File: src/rtl/input_pair_parser_pkg.sv
// Shared stream-path definitions: the end-of-stream marker and the parser state encoding.
// The egress output stage imports the same package to turn stop tokens back into STOPBYTE.
package stream_pkg;

  localparam logic [7:0] STOPBYTE = 8'h12;

  typedef enum logic [0:0] {
    WAIT_A,
    WAIT_B
  } parse_state_t;

endpackage

File: src/rtl/input_pair_parser_if.sv
// Byte ingress and operand-pair egress signals of the pair parser.
// The master side is the host plus the arithmetic unit; the slave side is the parser.
interface input_pair_parser_if #(
  parameter int CNT_W = 16
);
  logic [7:0]       in_data;
  logic             in_valid;
  logic             in_ready;
  logic [7:0]       op_a;
  logic [7:0]       op_b;
  logic             data_select;
  logic             op_valid;
  logic             op_ready;
  logic             frame_err;
  logic [CNT_W-1:0] pair_count;

  modport master (
    output in_data, in_valid, op_ready,
    input  in_ready, op_a, op_b, data_select, op_valid, frame_err, pair_count
  );

  modport slave (
    input  in_data, in_valid, op_ready,
    output in_ready, op_a, op_b, data_select, op_valid, frame_err, pair_count
  );
endinterface

File: src/rtl/input_pair_parser.sv
// Pairs ingress bytes into A/B operands and forwards STOPBYTE (A position only) as a
// data_select=0 token. A half-built pair is dropped after TIMEOUT_CYC idle cycles.
module input_pair_parser
  import stream_pkg::*;
#(
  parameter int TIMEOUT_CYC = 255,
  parameter int CNT_W       = 16
) (
  input logic               clk,
  input logic               n_rst,
  input_pair_parser_if.slave bus
);

  localparam int TMR_W = $clog2(TIMEOUT_CYC + 1);
  localparam logic [TMR_W-1:0] TIMER_LAST = TMR_W'(TIMEOUT_CYC - 1);

  parse_state_t     state;
  logic [7:0]       a_q;
  logic [TMR_W-1:0] timer;
  logic [7:0]       op_a;
  logic [7:0]       op_b;
  logic             data_select;
  logic             op_valid;
  logic             frame_err;
  logic [CNT_W-1:0] pair_count;
  logic             in_ready;
  logic             accept;
  logic             out_hs;

  // One-entry output register: room exists when empty or being drained this cycle.
  assign in_ready = !op_valid || bus.op_ready;
  assign accept   = bus.in_valid && in_ready;
  assign out_hs   = op_valid && bus.op_ready;

  always_ff @(posedge clk or negedge n_rst) begin
    if (!n_rst) begin
      state       <= WAIT_A;
      a_q         <= '0;
      timer       <= '0;
      op_a        <= '0;
      op_b        <= '0;
      data_select <= 1'b0;
      op_valid    <= 1'b0;
      frame_err   <= 1'b0;
      pair_count  <= '0;
    end else begin
      frame_err <= 1'b0;

      // A stop-token handshake clears the count; a load below may re-set op_valid.
      if (out_hs) begin
        op_valid <= 1'b0;
        if (data_select) pair_count <= pair_count + CNT_W'(1);
        else             pair_count <= '0;
      end

      case (state)
        WAIT_A: begin
          if (accept) begin
            if (bus.in_data == STOPBYTE) begin
              op_a        <= '0;
              op_b        <= '0;
              data_select <= 1'b0;
              op_valid    <= 1'b1;
            end else begin
              a_q   <= bus.in_data;
              timer <= '0;
              state <= WAIT_B;
            end
          end
        end

        WAIT_B: begin
          // A byte arriving in the timeout cycle still completes the pair.
          if (accept) begin
            op_a        <= a_q;
            op_b        <= bus.in_data;
            data_select <= 1'b1;
            op_valid    <= 1'b1;
            state       <= WAIT_A;
          end else if (timer == TIMER_LAST) begin
            frame_err <= 1'b1;
            a_q       <= '0;
            timer     <= '0;
            state     <= WAIT_A;
          end else begin
            timer <= timer + TMR_W'(1);
          end
        end

        default: state <= WAIT_A;
      endcase
    end
  end

  assign bus.in_ready    = in_ready;
  assign bus.op_a        = op_a;
  assign bus.op_b        = op_b;
  assign bus.data_select = data_select;
  assign bus.op_valid    = op_valid;
  assign bus.frame_err   = frame_err;
  assign bus.pair_count  = pair_count;

endmodule

File: src/flat_wrapper.sv
// flat-port wrapper written by rule: the top's interface ports become plain ports
module input_pair_parser_flat import stream_pkg::*;
#(
  parameter int TIMEOUT_CYC = 255,
  parameter int CNT_W       = 16
)
  (clk, n_rst, bus_in_data, bus_in_valid, bus_op_ready, bus_in_ready, bus_op_a, bus_op_b, bus_data_select, bus_op_valid, bus_frame_err, bus_pair_count);
  input_pair_parser_if #(.CNT_W(CNT_W)) bus_i ();
  input logic clk;
  input logic n_rst;
  input wire logic [$bits(bus_i.in_data)-1:0] bus_in_data;
  input wire logic [$bits(bus_i.in_valid)-1:0] bus_in_valid;
  input wire logic [$bits(bus_i.op_ready)-1:0] bus_op_ready;
  output wire logic [$bits(bus_i.in_ready)-1:0] bus_in_ready;
  output wire logic [$bits(bus_i.op_a)-1:0] bus_op_a;
  output wire logic [$bits(bus_i.op_b)-1:0] bus_op_b;
  output wire logic [$bits(bus_i.data_select)-1:0] bus_data_select;
  output wire logic [$bits(bus_i.op_valid)-1:0] bus_op_valid;
  output wire logic [$bits(bus_i.frame_err)-1:0] bus_frame_err;
  output wire logic [$bits(bus_i.pair_count)-1:0] bus_pair_count;
  assign bus_i.in_data = bus_in_data;
  assign bus_i.in_valid = bus_in_valid;
  assign bus_i.op_ready = bus_op_ready;
  assign bus_in_ready = bus_i.in_ready;
  assign bus_op_a = bus_i.op_a;
  assign bus_op_b = bus_i.op_b;
  assign bus_data_select = bus_i.data_select;
  assign bus_op_valid = bus_i.op_valid;
  assign bus_frame_err = bus_i.frame_err;
  assign bus_pair_count = bus_i.pair_count;
  input_pair_parser #(.TIMEOUT_CYC(TIMEOUT_CYC), .CNT_W(CNT_W)) u_core (.clk(clk), .n_rst(n_rst), .bus(bus_i));
endmodule
File: config.mk
export PLATFORM = sky130hd
export DESIGN_NAME = input_pair_parser_flat
export DESIGN_NICKNAME = d
export VERILOG_FILES = /design/src/rtl/input_pair_parser_pkg.sv /design/src/rtl/input_pair_parser_if.sv /design/src/rtl/input_pair_parser.sv /design/src/flat_wrapper.sv
export SDC_FILE = /design/constraint.sdc
export NUM_CORES = 1
export LEC_CHECK = 0
export ABC_AREA = 0
export CAP_MARGIN = 10
export CORE_AREA = 5 5 79 81
export CTS_BUF_LIST = sky130_fd_sc_hd__clkbuf_8
export CTS_CLUSTER_DIAMETER = 30
export DETAILED_ROUTE_END_ITERATION = 12
export DIE_AREA = 0 0 84 86
export DONT_BUFFER_PORTS = 1
export HOLD_SLACK_MARGIN = 0.03
export MAX_ROUTING_LAYER = met4
export SETUP_SLACK_MARGIN = 0.15
export SLEW_MARGIN = 20
export SYNTH_ARGS = -nofsm -noshare
export SYNTH_HDL_FRONTEND = slang
export SYNTH_SLANG_ARGS = --single-unit
File: constraint.sdc
create_clock -name clk -period 2.7 [get_ports clk]
set_clock_uncertainty 0.15 [all_clocks]
set_input_delay 0.27 -clock clk [delete_from_list [all_inputs] [get_ports clk]]
set_output_delay 0.27 -clock clk [all_outputs]
set_load 0.01 [all_outputs]
=== Word level (Yosys, flattened, before mapping) ===
Index checks and enable logic that the tools add are counted.

* Output and inout bits: 36
* Input port bits: 12
* Logic and storage cells: 61
* Register bits after elaboration: 52

* Reduce and logical (&&, ||, !) cells: 7
* Add/subtract/negate cells: 2
* Mux-type cells: 34
* Eq/ne operators: 8
* Bitwise gates (word level): 1

{| class="wikitable"
|+ Operators by type and width
! operator !! number
|-
| 8-bit two-way mux || 12
|-
| 8-bit one-hot mux with 2 select lines || 4
|-
| 16-bit by 1-bit adder with 16-bit output (second input constant) || 1
|-
| 16-bit two-way mux || 1
|-
| 1-bit two-way mux || 14
|-
| 8-bit by 1-bit adder with 8-bit output (second input constant) || 1
|-
| 8-bit by 5-bit equality test with 1-bit output (second input constant) || 1
|-
| 8-bit equality test (second input constant) || 1
|-
| 2-bit inequality test (second input constant) || 4
|-
| 1-bit one-hot mux with 2 select lines || 3
|-
| 3-bit AND reduction || 2
|-
| 2-bit by 1-bit inequality test with 1-bit output (second input constant) || 2
|-
| 4-bit AND reduction || 1
|-
| 1-bit logical AND || 2
|-
| 1-bit logical NOT || 1
|-
| 1-bit logical OR || 1
|-
| 1-bit NOT || 1
|}

=== Longest topological paths before layout ===
* Depth in word-level cells: 5
* Gate-level depth with buffers: 6
* Depth with buffers taken out: 6

=== Least setup slack after synthesis ===
OpenSTA, ideal clock, no wires.

* Path kind: register to register
* From: register u_core.pair_count[0], in the netlist u_core.bus.pair_count[0]
* To: register u_core.pair_count[6], in the netlist u_core.bus.pair_count[6]
* Period minus slack after synthesis: 1.661 ns
* Buffers on the path: 1
* Setup time: 0.132 ns
* Cell stages (with the launch flop): 7
* Data required time: 2.418 ns
* Data arrival time: 1.379 ns
* Slack: 1.039 ns
* Cells stage by stage: dfrtp_1 ha_1 and4_1 clkbuf_1 nand4_1 xor2_1 nor2_1

* Word-level cells in the longest chain between the ends: 2

{| class="wikitable"
|+ RTL lines
! element !! RTL line !! source
|-
| start, declared || input_pair_parser.sv:25 || <nowiki>logic [CNT_W-1:0] pair_count;</nowiki>
|-
| start signal, assigned || input_pair_parser.sv:52 || <nowiki>if (data_select) pair_count <= pair_count + CNT_W'(1);</nowiki>
|-
| 16-bit by 1-bit adder with 16-bit output || input_pair_parser.sv:52 ||
|-
| 16-bit two-way mux || input_pair_parser.sv:52 ||
|}

Every way passes these cells.
A chain may end at the register's enable or synchronous reset.

=== Final worst setup path ===
* From: register u_core.op_valid, in the netlist u_core.bus.op_valid
* To: register u_core.op_b[3], in the netlist u_core.bus.op_b[3]

* Word-level cells in the longest chain between the ends: 5

{| class="wikitable"
|+ RTL lines
! element !! RTL line !! source
|-
| start, declared || input_pair_parser.sv:23 || <nowiki>logic op_valid;</nowiki>
|-
| start signal, assigned || input_pair_parser.sv:43 || <nowiki>op_valid <= 1'b0;</nowiki>
|-
| start signal, assigned || input_pair_parser.sv:51 || <nowiki>op_valid <= 1'b0;</nowiki>
|-
| start signal, assigned || input_pair_parser.sv:63 || <nowiki>op_valid <= 1'b1;</nowiki>
|-
| 1-bit logical NOT (*) || input_pair_parser.sv:31 || <nowiki>assign in_ready = !op_valid || bus.op_ready;</nowiki>
|-
| 1-bit logical OR (*) || input_pair_parser.sv:31 ||
|-
| named net bus_in_ready || flat_wrapper.sv:14 || <nowiki>output wire logic [$bits(bus_i.in_ready)-1:0] bus_in_ready;</nowiki>
|-
| 1-bit logical AND (*) || input_pair_parser.sv:32 || <nowiki>assign accept = bus.in_valid && in_ready;</nowiki>
|-
| 2-bit inequality test (no line) or 2-bit by 1-bit inequality test with 1-bit output (tied branches) || n/a ||
|-
| 3-bit AND reduction (no line) (*) || n/a ||
|-
| end signal, assigned || input_pair_parser.sv:76 || <nowiki>op_b <= bus.in_data;</nowiki>
|-
| end, declared || input_pair_parser.sv:21 || <nowiki>logic [7:0] op_b;</nowiki>
|}

The timed path passes the listed nets; every way through them passes the cells marked *.

==> reports/qor.txt <==
Run status - finished clean
Number of antenna violations at the first check in global routing - 0
Post-CTS Setup Bufs - 0
Leading cell types by total area after synthesis - dfrtp_1 55%, a22o_1 9.0%, xor2_1 4.5%
Floorplan core area - 5410 um^2
Post-synth top flop - dfrtp_1
Routed wirelength normalized by instance count - 17.4 um
Instance area at placement - 2400 um^2
Fin nets - 233
Number of enable flip-flop cells after synthesis - 0
Max-cap violations - 0
Number of buffers inserted by port buffering - 0
Synth unique cells - 42
Critical path capture point type - flip-flop
Count of yosys warnings during synthesis - 0
Synthesized area per cell - 11.4 um^2
Number of standard cells after synthesis - 206
Antenna diode count - 0
Clock edge transition at the registers on the reported setup and hold paths - 0.09 ns
Category of the critical setup timing path - reg2reg
Cells on worst reg2reg path - 5
Overall routed net length - 5050 um
Worst-margin pin slew - 0.716 ns
Hpwl dp - 3430 um
Synthesized netlist net count - 221
Area enclosed by the die boundary - 7220 um^2
Post-Route Setup TNS - 0 ns
Unrepaired setup endpoints after global routing - false
Number of remaining DRC errors - 0
Number of CTS-inserted buffers - 5
Pre-Repair DR Iteration Count - 4
CTS tree - done
Highest cell delay on the worst timing path - 0.57 ns
Insertion delay of the later-clocked pin in the worst-skew pair - 0.30 ns
Initial cell density of the core - 0.434
Max-slew violation count - 0
Rel. slew slack - 0.522
Slowest cell on the critical path - nor2_2
Share of layout cells above drive strength 1 - 0.105
Final count of negative-setup-slack endpoints - 0
Post-synthesis sequential area ratio - 0.555
Worst EP arrival - 2.08 ns
Total via count in the routed design - 1,660
Areal power density over the cells - 901 nW/um^2
IR drop worst, VDD - 0.399 mV
Fraction of synthesis flops using an asynchronous set or reset pin - 1.00
Final Critical Period - 1.99 ns
CTS sink cnt - 52
CP cell instances - and2b_4 -> inv_2 -> nand2_2 -> nor2_2 -> a22o_1
Global placer's final weighted congestion - 0.900
I/O Pins - 48
Clock tree buffer depth - 2
Startpoint of the worst-slack reg-to-reg timing path - u_core.bus.op_valid$_DFF_PN0_
Pin count of the biggest net entering global routing - 53
Vert. Die Dim - 86 um
CP max FO - 17
Overall global routing resource usage - 0.153
Hold-critical path endpoint - u_core.state$_DFF_PN0_
CTS Root Buffer Type - clkbuf_8
Launch instance of the worst min-delay path - bus_in_valid
Post-DR vias/cell - 5.70
Period Utilization, post-route - 0.738
End of the worst register-to-register path - u_core.bus.op_b[3]$_DFFE_PN0P_
Fmax achieved - 502 MHz
Number of cells on the worst hold path - 2
Startpoint type of the worst setup path - flip-flop
Via count of the first global-routing pass - 1,721
Leakage component of the power - 0.00119 uW
Hold Path Class - in2reg
Layout overhead on the synthesized area - 11.7%
Starting DRC count in detailed routing - 69
Post-route cell area - 2620 um^2
First-pass GRT wire length - 8630 um
Slack of the worst reg-to-reg path - 0.71 ns
Maximum level of the CTS H-tree - 2
Hold Vio Cnt, Final - 0
Total gr overflow - 0
Required time worst endpoint - 2.79 ns
Std-Cell Rows - 27
Yosys top cell area share - 0.555
Antenna-violating nets left - 0
Cell taking the most area after synthesis - dfrtp_1
Die Wd - 84 um
Combined area of all synthesized cells - 2350 um^2
Filler Cells Inserted - 493
Total of flip-flops plus latches after synthesis - 52
==> worst max path at each step <==
stage	startpoint	slack (ns)	to	cells after the start
finish	u_core.bus.op_valid$_DFF_PN0_	0.71	u_core.bus.op_b[3]$_DFFE_PN0P_	5
global route	u_core.bus.op_valid$_DFF_PN0_	0.59	u_core.bus.op_a[1]$_DFFE_PN0P_	5
CTS	u_core.bus.op_valid$_DFF_PN0_	0.71	u_core.bus.op_b[2]$_DFFE_PN0P_	5
detailed placement	u_core.bus.op_valid$_DFF_PN0_	0.73	u_core.bus.op_b[1]$_DFFE_PN0P_	5
global placement	u_core.bus.op_valid$_DFF_PN0_	0.77	u_core.bus.op_b[0]$_DFFE_PN0P_	5
floorplan	u_core.bus.pair_count[0]$_DFFE_PN0P_	1.04	u_core.bus.pair_count[6]$_DFFE_PN0P_	6
==> cell usage in the layout, fill, tap and decap left out, types with 3 or more instances in the layout <==
master / n
or4_1: 4
dlygate4sd3_1: 10
ha_1: 3
o21ai_1: 3
xor2_1: 12
and4_1: 4
nor2_2: 3
a21oi_1: 3
inv_1: 7
clkbuf_8: 6
nand4_1: 8
nor2_1: 13
nor3_1: 3
nand2_1: 15
nand3_1: 8
dfrtp_1: 52
o21ai_0: 7
a22o_1: 24
o221ai_1: 4
==> cells by family after synthesis <==
| family | Yosys count | share of synthesized area |
|---|---|---|
| DFF | 52 | 0.555 |
| muxes | 1 | 0.00427 |
| xor gates and xnor gates | 13 | 0.0485 |
| AOI/OAI and AO/OA | 52 | 0.170 |
| and+or+nand+nor | 70 | 0.174 |
| buffers and inverters | 15 | 0.0320 |
| adders and majority gates | 3 | 0.0160 |
==> cell type report <==
class | instances | area [um^2] | share of cell area
timing repair buffer | 12 | 135 | 0.0516
clock buffer | 6 | 82.6 | 0.0315
sequential | 52 | 1300 | 0.497
tap | 72 | 90.1 | 0.0344
clock inverter | 2 | 11.3 | 0.00430
multi-input combinational | 139 | 970 | 0.370
inverter | 8 | 30.0 | 0.0115
==> where the power goes <==
group          switching, uW  total (uW)  internal [uW]
combinational            271         537            266
clock                    245         450            205
sequential               336        1370           1040
==> metal layers <==
layer  part of all wire  GRT usage
met1               0.44      0.187
met2               0.46      0.234
met3              0.075     0.0528
met4              0.022     0.0585
met5                  0          -
==> state kept, by name, indices dropped and copies added, names as in the netlist <==
name,cells
u_core.a_q,8
u_core.bus.data_select,1
u_core.bus.frame_err,1
u_core.bus.op_a,8
u_core.bus.op_b,8
u_core.bus.op_valid,1
u_core.bus.pair_count,16
u_core.state,1
u_core.timer,8
==> synth_stat cells (3+ instances only) <==
cell type and number:
clkbuf_1 4, nor2_1 13, and4_1 4, nand4_1 8, inv_1 6, ha_1 3
nand3_1 8, a22o_1 24, o21ai_1 3, dfrtp_1 52, a21oi_1 3, o21ai_0 7
nor3_1 3, or4_1 4, nand2_1 15, o221ai_1 4, nor2_2 3, xor2_1 12
==> stage by stage <==
stage	util	hold WS, ns	std cells	setup WS [ns]	power (uW)
after CTS	0.485	0.0424	291	0.705	2390
after global placement	0.444	-0.174	272	0.771	1880
after detailed placement	0.444	-0.174	272	0.729	1900
after global routing	0.485	0.0512	291	0.595	2540
final	0.485	0.0460	291	0.708	2360
after floorplan	-	-0.176	206	1.04	1740
==> worst max-delay path, delay by kind of cell (launching register included) <==
kind | cells | cell delay [ns]
simple gates | 3 | 0.94
flops | 1 | 0.48
compound gates | 1 | 0.24
buf+inv | 1 | 0.12
==> repair_timing <==
item | in CTS | in global routing
hold buffers | 11 | 0
resized for setup | 0 | 0
hold endpoints to repair | 70 | 0
Power figures use the tool's default switching activity.
